<file path="config.mk">
export PLATFORM = sky130hd
export DESIGN_NAME = hazard_unit_flat
export DESIGN_NICKNAME = d
export VERILOG_FILES = /design/src/rtl/hazard_unit_pkg.sv /design/src/rtl/hazard_unit_if.sv /design/src/rtl/hazard_counter.sv /design/src/rtl/hazard_unit.sv /design/src/flat_wrapper.sv
export SDC_FILE = /design/constraint.sdc
export NUM_CORES = 1
export LEC_CHECK = 0
export BUFFER_PORTS_ARGS = -buffer_cell sky130_fd_sc_hd__buf_4
export CORE_AREA = 2 2 120 87
export DETAILED_ROUTE_END_ITERATION = 10
export DIE_AREA = 0 0 122 89
export PLACE_DENSITY_LB_ADDON = 0.1
export SETUP_SLACK_MARGIN = 0.5
export SYNTH_ARGS = -nofsm -noshare
export SYNTH_HDL_FRONTEND = slang
export SYNTH_HIERARCHICAL = 1
export SYNTH_SLANG_ARGS = --single-unit
</file>
<file path="constraint.sdc">
create_clock -name clk -period 3 [get_ports clk]
set_input_delay 0.9 -clock clk [delete_from_list [all_inputs] [get_ports clk]]
set_output_delay 0.9 -clock clk [all_outputs]
set_load 0.03 [all_outputs]
</file>
<file path="src/rtl/hazard_unit_pkg.sv">
// Shared constants and helpers for the ARM pipeline hazard unit.
package hazard_unit_pkg;

    localparam logic [1:0] FWD_RF = 2'b00;
    localparam logic [1:0] FWD_W  = 2'b01;
    localparam logic [1:0] FWD_M  = 2'b10;
    localparam logic [3:0] PC_REG = 4'd15;

    // Memory stage holds the younger result, so it wins over Writeback.
    function automatic logic [1:0] fwd_select(input logic match_m, input logic match_w);
        if (match_m)      return FWD_M;
        else if (match_w) return FWD_W;
        else              return FWD_RF;
    endfunction

endpackage

</file>
<file path="src/rtl/hazard_unit_if.sv">
// Pipeline <-> hazard unit signal bundle; master is the pipeline, slave the hazard unit.
interface hazard_unit_if #(
    parameter int CNT_W = 16
);
    logic [3:0]       RA1D;
    logic [3:0]       RA2D;
    logic [3:0]       WA3E;
    logic [3:0]       WA3M;
    logic [3:0]       WA3W;
    logic             MemtoRegE;
    logic             RegWriteM;
    logic             RegWriteW;
    logic             PCWrPendingF;
    logic             PCSrcW;
    logic             BranchTakenE;

    logic [1:0]       ForwardAE;
    logic [1:0]       ForwardBE;
    logic             StallF;
    logic             StallD;
    logic             FlushD;
    logic             FlushE;
    logic             HazErr;
    logic [CNT_W-1:0] StallCount;
    logic [CNT_W-1:0] FlushCount;

    modport master (
        output RA1D, RA2D, WA3E, WA3M, WA3W,
        output MemtoRegE, RegWriteM, RegWriteW, PCWrPendingF, PCSrcW, BranchTakenE,
        input  ForwardAE, ForwardBE, StallF, StallD, FlushD, FlushE,
        input  HazErr, StallCount, FlushCount
    );

    modport slave (
        input  RA1D, RA2D, WA3E, WA3M, WA3W,
        input  MemtoRegE, RegWriteM, RegWriteW, PCWrPendingF, PCSrcW, BranchTakenE,
        output ForwardAE, ForwardBE, StallF, StallD, FlushD, FlushE,
        output HazErr, StallCount, FlushCount
    );

endinterface

</file>
<file path="src/rtl/hazard_counter.sv">
// Saturating, enable-gated event counter with asynchronous active-low clear.
module hazard_counter #(
    parameter int CNT_W = 16
) (
    input  logic             clk,
    input  logic             rst_n,
    input  logic             i_en,
    output logic [CNT_W-1:0] o_count
);

    logic [CNT_W-1:0] r_count;

    // NOTE: sequential state uses non-blocking assignments so every flop samples pre-edge values.
    always_ff @(posedge clk or negedge rst_n) begin
        if (!rst_n) begin
            r_count <= '0;
        end else if (i_en && (r_count != {CNT_W{1'b1}})) begin
            r_count <= r_count + 1'b1;
        end
    end

    assign o_count = r_count;

endmodule

</file>
<file path="src/rtl/hazard_unit.sv">
// Forwarding, load-use stall and branch flush control for the 5-stage ARM pipeline,
// with a stall watchdog and saturating stall/flush event counters.
module hazard_unit
    import hazard_unit_pkg::*;
#(
    parameter int CNT_W     = 16,
    parameter int MAX_STALL = 8
) (
    input  logic        clk,
    input  logic        reset,
    hazard_unit_if.slave hu
);

    localparam logic [7:0] STALL_LAST = 8'(MAX_STALL - 1);

    logic [3:0] r_ra1e;
    logic [3:0] r_ra2e;
    logic [7:0] r_stall_run;
    logic       r_haz_err;

    logic       w_ldr_stall;
    logic       w_stall_f;
    logic       w_stall_d;
    logic       w_flush_d;
    logic       w_flush_e;
    logic       w_match_1m;
    logic       w_match_1w;
    logic       w_match_2m;
    logic       w_match_2w;
    logic [1:0] w_fwd_a;
    logic [1:0] w_fwd_b;

    // NOTE: every always_comb output gets a default first so no path can infer a latch.
    always_comb begin
        w_ldr_stall = 1'b0;
        w_match_1m  = 1'b0;
        w_match_1w  = 1'b0;
        w_match_2m  = 1'b0;
        w_match_2w  = 1'b0;
        w_fwd_a     = FWD_RF;
        w_fwd_b     = FWD_RF;

        w_ldr_stall = hu.MemtoRegE & ((hu.RA1D == hu.WA3E) | (hu.RA2D == hu.WA3E));

        // R15 is the PC and is never a forwarding source.
        w_match_1m = (r_ra1e == hu.WA3M) & hu.RegWriteM & (hu.WA3M != PC_REG);
        w_match_1w = (r_ra1e == hu.WA3W) & hu.RegWriteW & (hu.WA3W != PC_REG);
        w_match_2m = (r_ra2e == hu.WA3M) & hu.RegWriteM & (hu.WA3M != PC_REG);
        w_match_2w = (r_ra2e == hu.WA3W) & hu.RegWriteW & (hu.WA3W != PC_REG);

        if (reset) begin
            w_fwd_a = fwd_select(w_match_1m, w_match_1w);
            w_fwd_b = fwd_select(w_match_2m, w_match_2w);
        end
    end

    // Every control output is held low while reset is asserted.
    assign w_stall_f = reset & (w_ldr_stall | hu.PCWrPendingF);
    assign w_stall_d = reset & w_ldr_stall;
    assign w_flush_d = reset & (hu.PCWrPendingF | hu.PCSrcW | hu.BranchTakenE);
    assign w_flush_e = reset & (w_ldr_stall | hu.BranchTakenE);

    // Decode-to-Execute copy of source addresses; flush beats the stall hold.
    always_ff @(posedge clk or negedge reset) begin
        if (!reset) begin
            r_ra1e <= 4'd0;
            r_ra2e <= 4'd0;
        end else if (w_flush_e) begin
            r_ra1e <= 4'd0;
            r_ra2e <= 4'd0;
        end else if (!w_stall_d) begin
            r_ra1e <= hu.RA1D;
            r_ra2e <= hu.RA2D;
        end
    end

    // Watchdog: HazErr latches on the edge where the stall run reaches MAX_STALL.
    always_ff @(posedge clk or negedge reset) begin
        if (!reset) begin
            r_stall_run <= 8'd0;
            r_haz_err   <= 1'b0;
        end else if (w_stall_f) begin
            if (r_stall_run != 8'hFF) begin
                r_stall_run <= r_stall_run + 8'd1;
            end
            if (r_stall_run >= STALL_LAST) begin
                r_haz_err <= 1'b1;
            end
        end else begin
            r_stall_run <= 8'd0;
        end
    end

    hazard_counter #(.CNT_W(CNT_W)) u_stall_cnt (
        .clk     (clk),
        .rst_n   (reset),
        .i_en    (w_stall_f),
        .o_count (hu.StallCount)
    );

    hazard_counter #(.CNT_W(CNT_W)) u_flush_cnt (
        .clk     (clk),
        .rst_n   (reset),
        .i_en    (w_flush_e),
        .o_count (hu.FlushCount)
    );

    assign hu.ForwardAE = w_fwd_a;
    assign hu.ForwardBE = w_fwd_b;
    assign hu.StallF    = w_stall_f;
    assign hu.StallD    = w_stall_d;
    assign hu.FlushD    = w_flush_d;
    assign hu.FlushE    = w_flush_e;
    assign hu.HazErr    = r_haz_err;

endmodule
</file>
<file path="src/flat_wrapper.sv">
// flat-port wrapper written by rule: the top's interface ports become plain ports
module hazard_unit_flat import hazard_unit_pkg::*;
#(
    parameter int CNT_W     = 16,
    parameter int MAX_STALL = 8
)
  (clk, reset, hu_RA1D, hu_RA2D, hu_WA3E, hu_WA3M, hu_WA3W, hu_MemtoRegE, hu_RegWriteM, hu_RegWriteW, hu_PCWrPendingF, hu_PCSrcW, hu_BranchTakenE, hu_ForwardAE, hu_ForwardBE, hu_StallF, hu_StallD, hu_FlushD, hu_FlushE, hu_HazErr, hu_StallCount, hu_FlushCount);
  hazard_unit_if #(.CNT_W(CNT_W)) hu_i ();
  input  logic clk;
  input  logic reset;
  input wire logic [$bits(hu_i.RA1D)-1:0] hu_RA1D;
  input wire logic [$bits(hu_i.RA2D)-1:0] hu_RA2D;
  input wire logic [$bits(hu_i.WA3E)-1:0] hu_WA3E;
  input wire logic [$bits(hu_i.WA3M)-1:0] hu_WA3M;
  input wire logic [$bits(hu_i.WA3W)-1:0] hu_WA3W;
  input wire logic [$bits(hu_i.MemtoRegE)-1:0] hu_MemtoRegE;
  input wire logic [$bits(hu_i.RegWriteM)-1:0] hu_RegWriteM;
  input wire logic [$bits(hu_i.RegWriteW)-1:0] hu_RegWriteW;
  input wire logic [$bits(hu_i.PCWrPendingF)-1:0] hu_PCWrPendingF;
  input wire logic [$bits(hu_i.PCSrcW)-1:0] hu_PCSrcW;
  input wire logic [$bits(hu_i.BranchTakenE)-1:0] hu_BranchTakenE;
  output wire logic [$bits(hu_i.ForwardAE)-1:0] hu_ForwardAE;
  output wire logic [$bits(hu_i.ForwardBE)-1:0] hu_ForwardBE;
  output wire logic [$bits(hu_i.StallF)-1:0] hu_StallF;
  output wire logic [$bits(hu_i.StallD)-1:0] hu_StallD;
  output wire logic [$bits(hu_i.FlushD)-1:0] hu_FlushD;
  output wire logic [$bits(hu_i.FlushE)-1:0] hu_FlushE;
  output wire logic [$bits(hu_i.HazErr)-1:0] hu_HazErr;
  output wire logic [$bits(hu_i.StallCount)-1:0] hu_StallCount;
  output wire logic [$bits(hu_i.FlushCount)-1:0] hu_FlushCount;
  assign hu_i.RA1D = hu_RA1D;
  assign hu_i.RA2D = hu_RA2D;
  assign hu_i.WA3E = hu_WA3E;
  assign hu_i.WA3M = hu_WA3M;
  assign hu_i.WA3W = hu_WA3W;
  assign hu_i.MemtoRegE = hu_MemtoRegE;
  assign hu_i.RegWriteM = hu_RegWriteM;
  assign hu_i.RegWriteW = hu_RegWriteW;
  assign hu_i.PCWrPendingF = hu_PCWrPendingF;
  assign hu_i.PCSrcW = hu_PCSrcW;
  assign hu_i.BranchTakenE = hu_BranchTakenE;
  assign hu_ForwardAE = hu_i.ForwardAE;
  assign hu_ForwardBE = hu_i.ForwardBE;
  assign hu_StallF = hu_i.StallF;
  assign hu_StallD = hu_i.StallD;
  assign hu_FlushD = hu_i.FlushD;
  assign hu_FlushE = hu_i.FlushE;
  assign hu_HazErr = hu_i.HazErr;
  assign hu_StallCount = hu_i.StallCount;
  assign hu_FlushCount = hu_i.FlushCount;
  hazard_unit #(.CNT_W(CNT_W), .MAX_STALL(MAX_STALL)) u_core (.clk(clk), .reset(reset), .hu(hu_i));
endmodule
</file>
# == Yosys cells after proc, flatten, opt, wreduce, memory -nomap -nowiden ==
# Index checks and enable logic that the tools add are counted.
# word_totals
romBits,0
output_inout_bits,41
register_bits,49
ramBits,0
latch_bits,0
mem_count,0
inputBits,28
word_cells,56
# classes
bitwise_logic,18
magnitude_cmp,1
n_shift,0
n_mul,0
reduce_logical,3
div_mod_pow,0
n_eq_ne,13
muxes,12
add_sub_neg,3
# op_table
cell,n
$add 16x1->16 const B,2
$ne 16x16->1 const B,2
$eq 4x4->1,6
$mux 4,4
$mux 8,2
$and 1x1->1,13
$add 8x1->8 const B,1
$ge 8x3->1 const B,1
$mux 2,4
$ne 4x4->1 const B,2
$ne 8x8->1 const B,1
$or 1x1->1,5
$ne 2x1->1 const B,2
$logic_and 1x1->1,2
$mux 1,2
$reduce_and 2->1,1

# == Depth between registers and ports, before layout ==
# logic_depth
word_depth,6
mapped_depth,10
mapped_depth_nobuf,8

# == Hierarchy ==
# Netlist, hierarchy kept.
# modules_own_cells
module,cells_each,area_per_inst_um2,seq_area_each_um2,instances
hazard_counter,72,859.6,400.4,2
hazard_unit,123,1119.8,425.4,1

# == Worst setup path before layout ==
# No wires, ideal clock.
# synth_path
path_type,input-to-output
startpoint,in hu_WA3E[2]
endpoint,out hu_StallF
n_path_buf,1
required_ps,2100
path_slack_ps,-46
path_stages,5
t_arrival_ps,2146
path_cell_list,xor2_1 nor4_2 o21a_1 buf_4 a21o_1
# synth_via
elab_chain_cells,5
word_cells_on_any_way,6
classes_between,2 x eq/ne; 4 x bitwise
# synth_lines
item,line_no,rtl
"start, declared",flat_wrapper.sv:13,input wire logic [$bits(hu_i.WA3E)-1:0] hu_WA3E;
$eq 4x4->1,hazard_unit.sv:43,w_ldr_stall = hu.MemtoRegE & ((hu.RA1D == hu.WA3E) | (hu.RA2D == hu.WA3E));
$or 1x1->1 *,hazard_unit.sv:43,
$and 1x1->1 *,hazard_unit.sv:43,
$or 1x1->1 *,hazard_unit.sv:58,assign w_stall_f = reset & (w_ldr_stall | hu.PCWrPendingF);
$and 1x1->1 *,hazard_unit.sv:58,
"end, declared",flat_wrapper.sv:24,output wire logic [$bits(hu_i.StallF)-1:0] hu_StallF;
# Mark *: on every way between the ends. The rest lies on a longest branch, timed or not.

# == Worst setup path after layout ==
# layout_path
startpoint,in hu_WA3E[3]
endpoint,out hu_FlushE
# layout_via
elab_chain_cells,5
word_cells_on_any_way,6
classes_between,2 x eq/ne; 4 x bitwise
# layout_lines
item,line_no,rtl
$eq 4x4->1,hazard_unit.sv:43,
$or 1x1->1 *,hazard_unit.sv:43,
$and 1x1->1 *,hazard_unit.sv:43,
$or 1x1->1 *,hazard_unit.sv:61,assign w_flush_e = reset & (w_ldr_stall | hu.BranchTakenE);
$and 1x1->1 *,hazard_unit.sv:61,
"end, declared",flat_wrapper.sv:27,output wire logic [$bits(hu_i.FlushE)-1:0] hu_FlushE;
# Marks and branches as above.

==> results.yml <==
run_status:
  outcome: "finished, final reports clean"
worst_setup_path:
  crit_slowest_cell: "nor4_2"
  cp_data_required_time_ns: 2.10
  slowest_delay_ns: 0.33
  critPathKind: "in -> out"
  arrival_ns: 2.01
  cp-start-kind: "primary input"
  crit_chain: "buf_8 -> xor2_2 -> nor4_2 -> o21a_2 -> nand2b_4 -> buf_6"
  crit_fanout: 4
  worst_setup_path_end_kind: "primary output"
grt:
  use_met1_pct: 21.8
  antenna_found_initial: 0
  grt_usage_pct: 14.5
  grt_overflow_total: 0
  use_met2_pct: 21.3
  grt_first_pass_wirelength_um: 12300
  use_met3_pct: 2.87
  top_usage_layer: "met1"
  grt_pass1_vias: 2357
  grt_max_degree: 35
yosys:
  synthTopCellsByArea: "dfrtp_1 (43%), xnor2_1 (8.0%), nand4_1 (5.1%)"
  syn_nets: 298
  synth_edf_count: 0
  ys.flop_type: "dfrtp_1"
  ys_ff_latch: 49
  yosysWarningCount: 6
  seq_area_frac_synth_pct: 43.2
  synthSimpleGateAreaFrac_pct: 29.4
  synth_top_area_share_pct: 43.2
  synth_compound_area_share_pct: 11.4
  yosysTopAreaCell: "dfrtp_1"
  synth_top_family_by_area: "simple AND/OR/NAND/NOR gates"
  synth-xor-area-share_pct: 12.0
  syn-mean-instance-area_um2: 10.6
  netlist_area_um2: 2840
  synth_adder_area_share_pct: 1.32
  synth.distinct_cells: 43
  async_flop_share_pct: 100
  netlist_instances: 267
  muxShareOfSynthArea_pct: 1.50
cells_and_area:
  layout-drive-gt1-share_pct: 43.1
  nNetsFinal: 393
  num_antenna_cells: 0
  synthToLayoutAreaGrowth_pct: 45.7
  finalNonFillerCells: 490
  mostFrequentLayoutCells: "buf_4 (68), dfrtp_1 (49), nand4_1 (23)"
  final_common_cell: "buf_4"
floorplanning:
  io_pins: 69
  dieArea_um2: 10900
  fp-row-count: 30
  die_y_um: 89
  coreArea_um2: 9570
  dieWidth_um: 122
  start_util_pct: 29.7
clocking:
  cts_hold_buf: 0
  cts_max_level: 2
  cts_buffers: 5
  clkLatencyLatePin_ns: 0.28
  clk_pin_slew_ns: 0.06
  cts_buffer_depth: 2
  cts_tree: "done"
  clock-sinks: 49
  cts-root-buf: "clkbuf_16"
detailed_routing:
  drt-initial-drc-count: 76
  route.detailed.drc: 0
  ant_nets: 0
  drt_first_pass_iters: 4
  via_per_inst: 5.01
  wirelength_um: 7560
  vias: 2453
  routedWlPerCell_um: 15.4
placement:
  dp_cells: 472
  gp_congestion: 0.805
  hpwl_um: 5460
  portBuffers: 68
power:
  ir_worst_vdd_uv: 379
  power_density_nw_per_um2: 515
  p_leak_nw: 1.89
timing:
  tightest_slew_ns: 0.653
  fin_crit_sh_pct: 96.9
  maxSlewViolCount: 0
  finalClockSkew_ns: 0.00201
  hold_violations: 0
  setup_violations: 0
  layout_min_cycle_time_ns: 2.91
  relSlewSlack_pct: 56.2
  grt_setup_unrepaired: "yes"
  hold_ws_ns: 0.434
  fin_tns_setup_ns: 0
  max_freq_ghz: 0.344
run:
  maxCapViolCount: 0
hold_path:
  hold_class: "in -> async"
## state kept, by name, indices dropped and copies added (netlist names)
register and flops:
u_core/hu.HazErr 1, u_core/r_ra1e 4, u_core/r_ra2e 4, u_core/r_stall_run 8, u_core/u_flush_cnt/o_count 16, u_core/u_stall_cnt/o_count 16
## logic make-up (layout without fill, tap and decap cells)
family                     after synthesis  count (layout)
and+or+nand+nor                        126             126
adders and majority gates                3               3
DFF                                     49              49
AOI/OAI and AO/OA                       42              42
xor gates and xnor gates                39              39
buffers and inverters                    4              99
muxes                                    4               4
## final cells by class
type | instances | area (µm²)
multi-input combinational | 214 | 1820
clock buffer | 7 | 143
tap | 128 | 160
timing repair buffer | 91 | 785
inverter | 1 | 3.75
fill | 929 | 5440
sequential | 49 | 1230
## metrics by stage
step / utilization [%] / setup slack (ns) / power (mW) / area [µm²]
floorplan: - / 0.151 / 1.22 / 2870
global placement: 37.6 / -0.0283 / 1.49 / 3600
detailed placement: 37.6 / -0.0499 / 1.49 / 3600
CTS: 42.1 / 0.111 / 2.13 / 4030
global route: 43.2 / 0.0160 / 2.25 / 4140
finish: 43.2 / 0.0921 / 2.13 / 4140
## path summary, 6_finish.rpt
path | from | cells after the start | to | slack, ns
hold reg to reg | u_core/hu.HazErr | 2 | u_core/hu.HazErr | 0.51
min in group clk | u_core/hu.HazErr | 2 | u_core/hu.HazErr | 0.51
hold / removal | reset | 1 | u_core/r_ra2e[0] | 0.43
max in group asynchronous | reset | 2 | u_core/u_flush_cnt/o_count[15] | 1.92
setup reg to reg | u_core/u_flush_cnt/o_count[0] | 4 | u_core/u_flush_cnt/o_count[1] | 1.19
setup / recovery | hu_WA3E[3] | 6 | hu_FlushE | 0.09
## metal layers
layer  up-vias  part of all wire, %
met1      1187                   50
met2        58                   43
met3         5                  5.5
li1       1203                    -
met4         0                 0.67
met5         -                    0
## cell usage after synthesis, drive strengths merged (3+ instances only)
cell type	instances
dfrtp	49
nand4	27
xnor2	26
nand2	23
nor2	22
nand3	17
xor2	13
a31oi	11
o21a	11
nor4	10
nor3	8
and3	7
a21oi	6
and4	6
ha	3
o211ai	3
o21ai	3
## timing repair
action | CTS | global route
resized for setup | 51 | 15
setup endpoints to repair | 28 | 34
buffers inserted | 6 | 5
cloned | 0 | 0
pin swaps | 27 | 11
## power by group
group / internal, mW / switching, mW
Combinational: 0.294 / 0.375
Clock: 0.328 / 0.233
Sequential: 0.744 / 0.158
Total: 1.37 / 0.766
## worst max-delay path, delay by kind of cell
family / cells / cell delay (ns)
AND/OR/NAND/NOR: 2 / 0.47
AO/OA/AOI/OAI: 1 / 0.24
buffers and inverters: 2 / 0.23
XOR/XNOR: 1 / 0.17
Power figures use the tool's default switching activity.
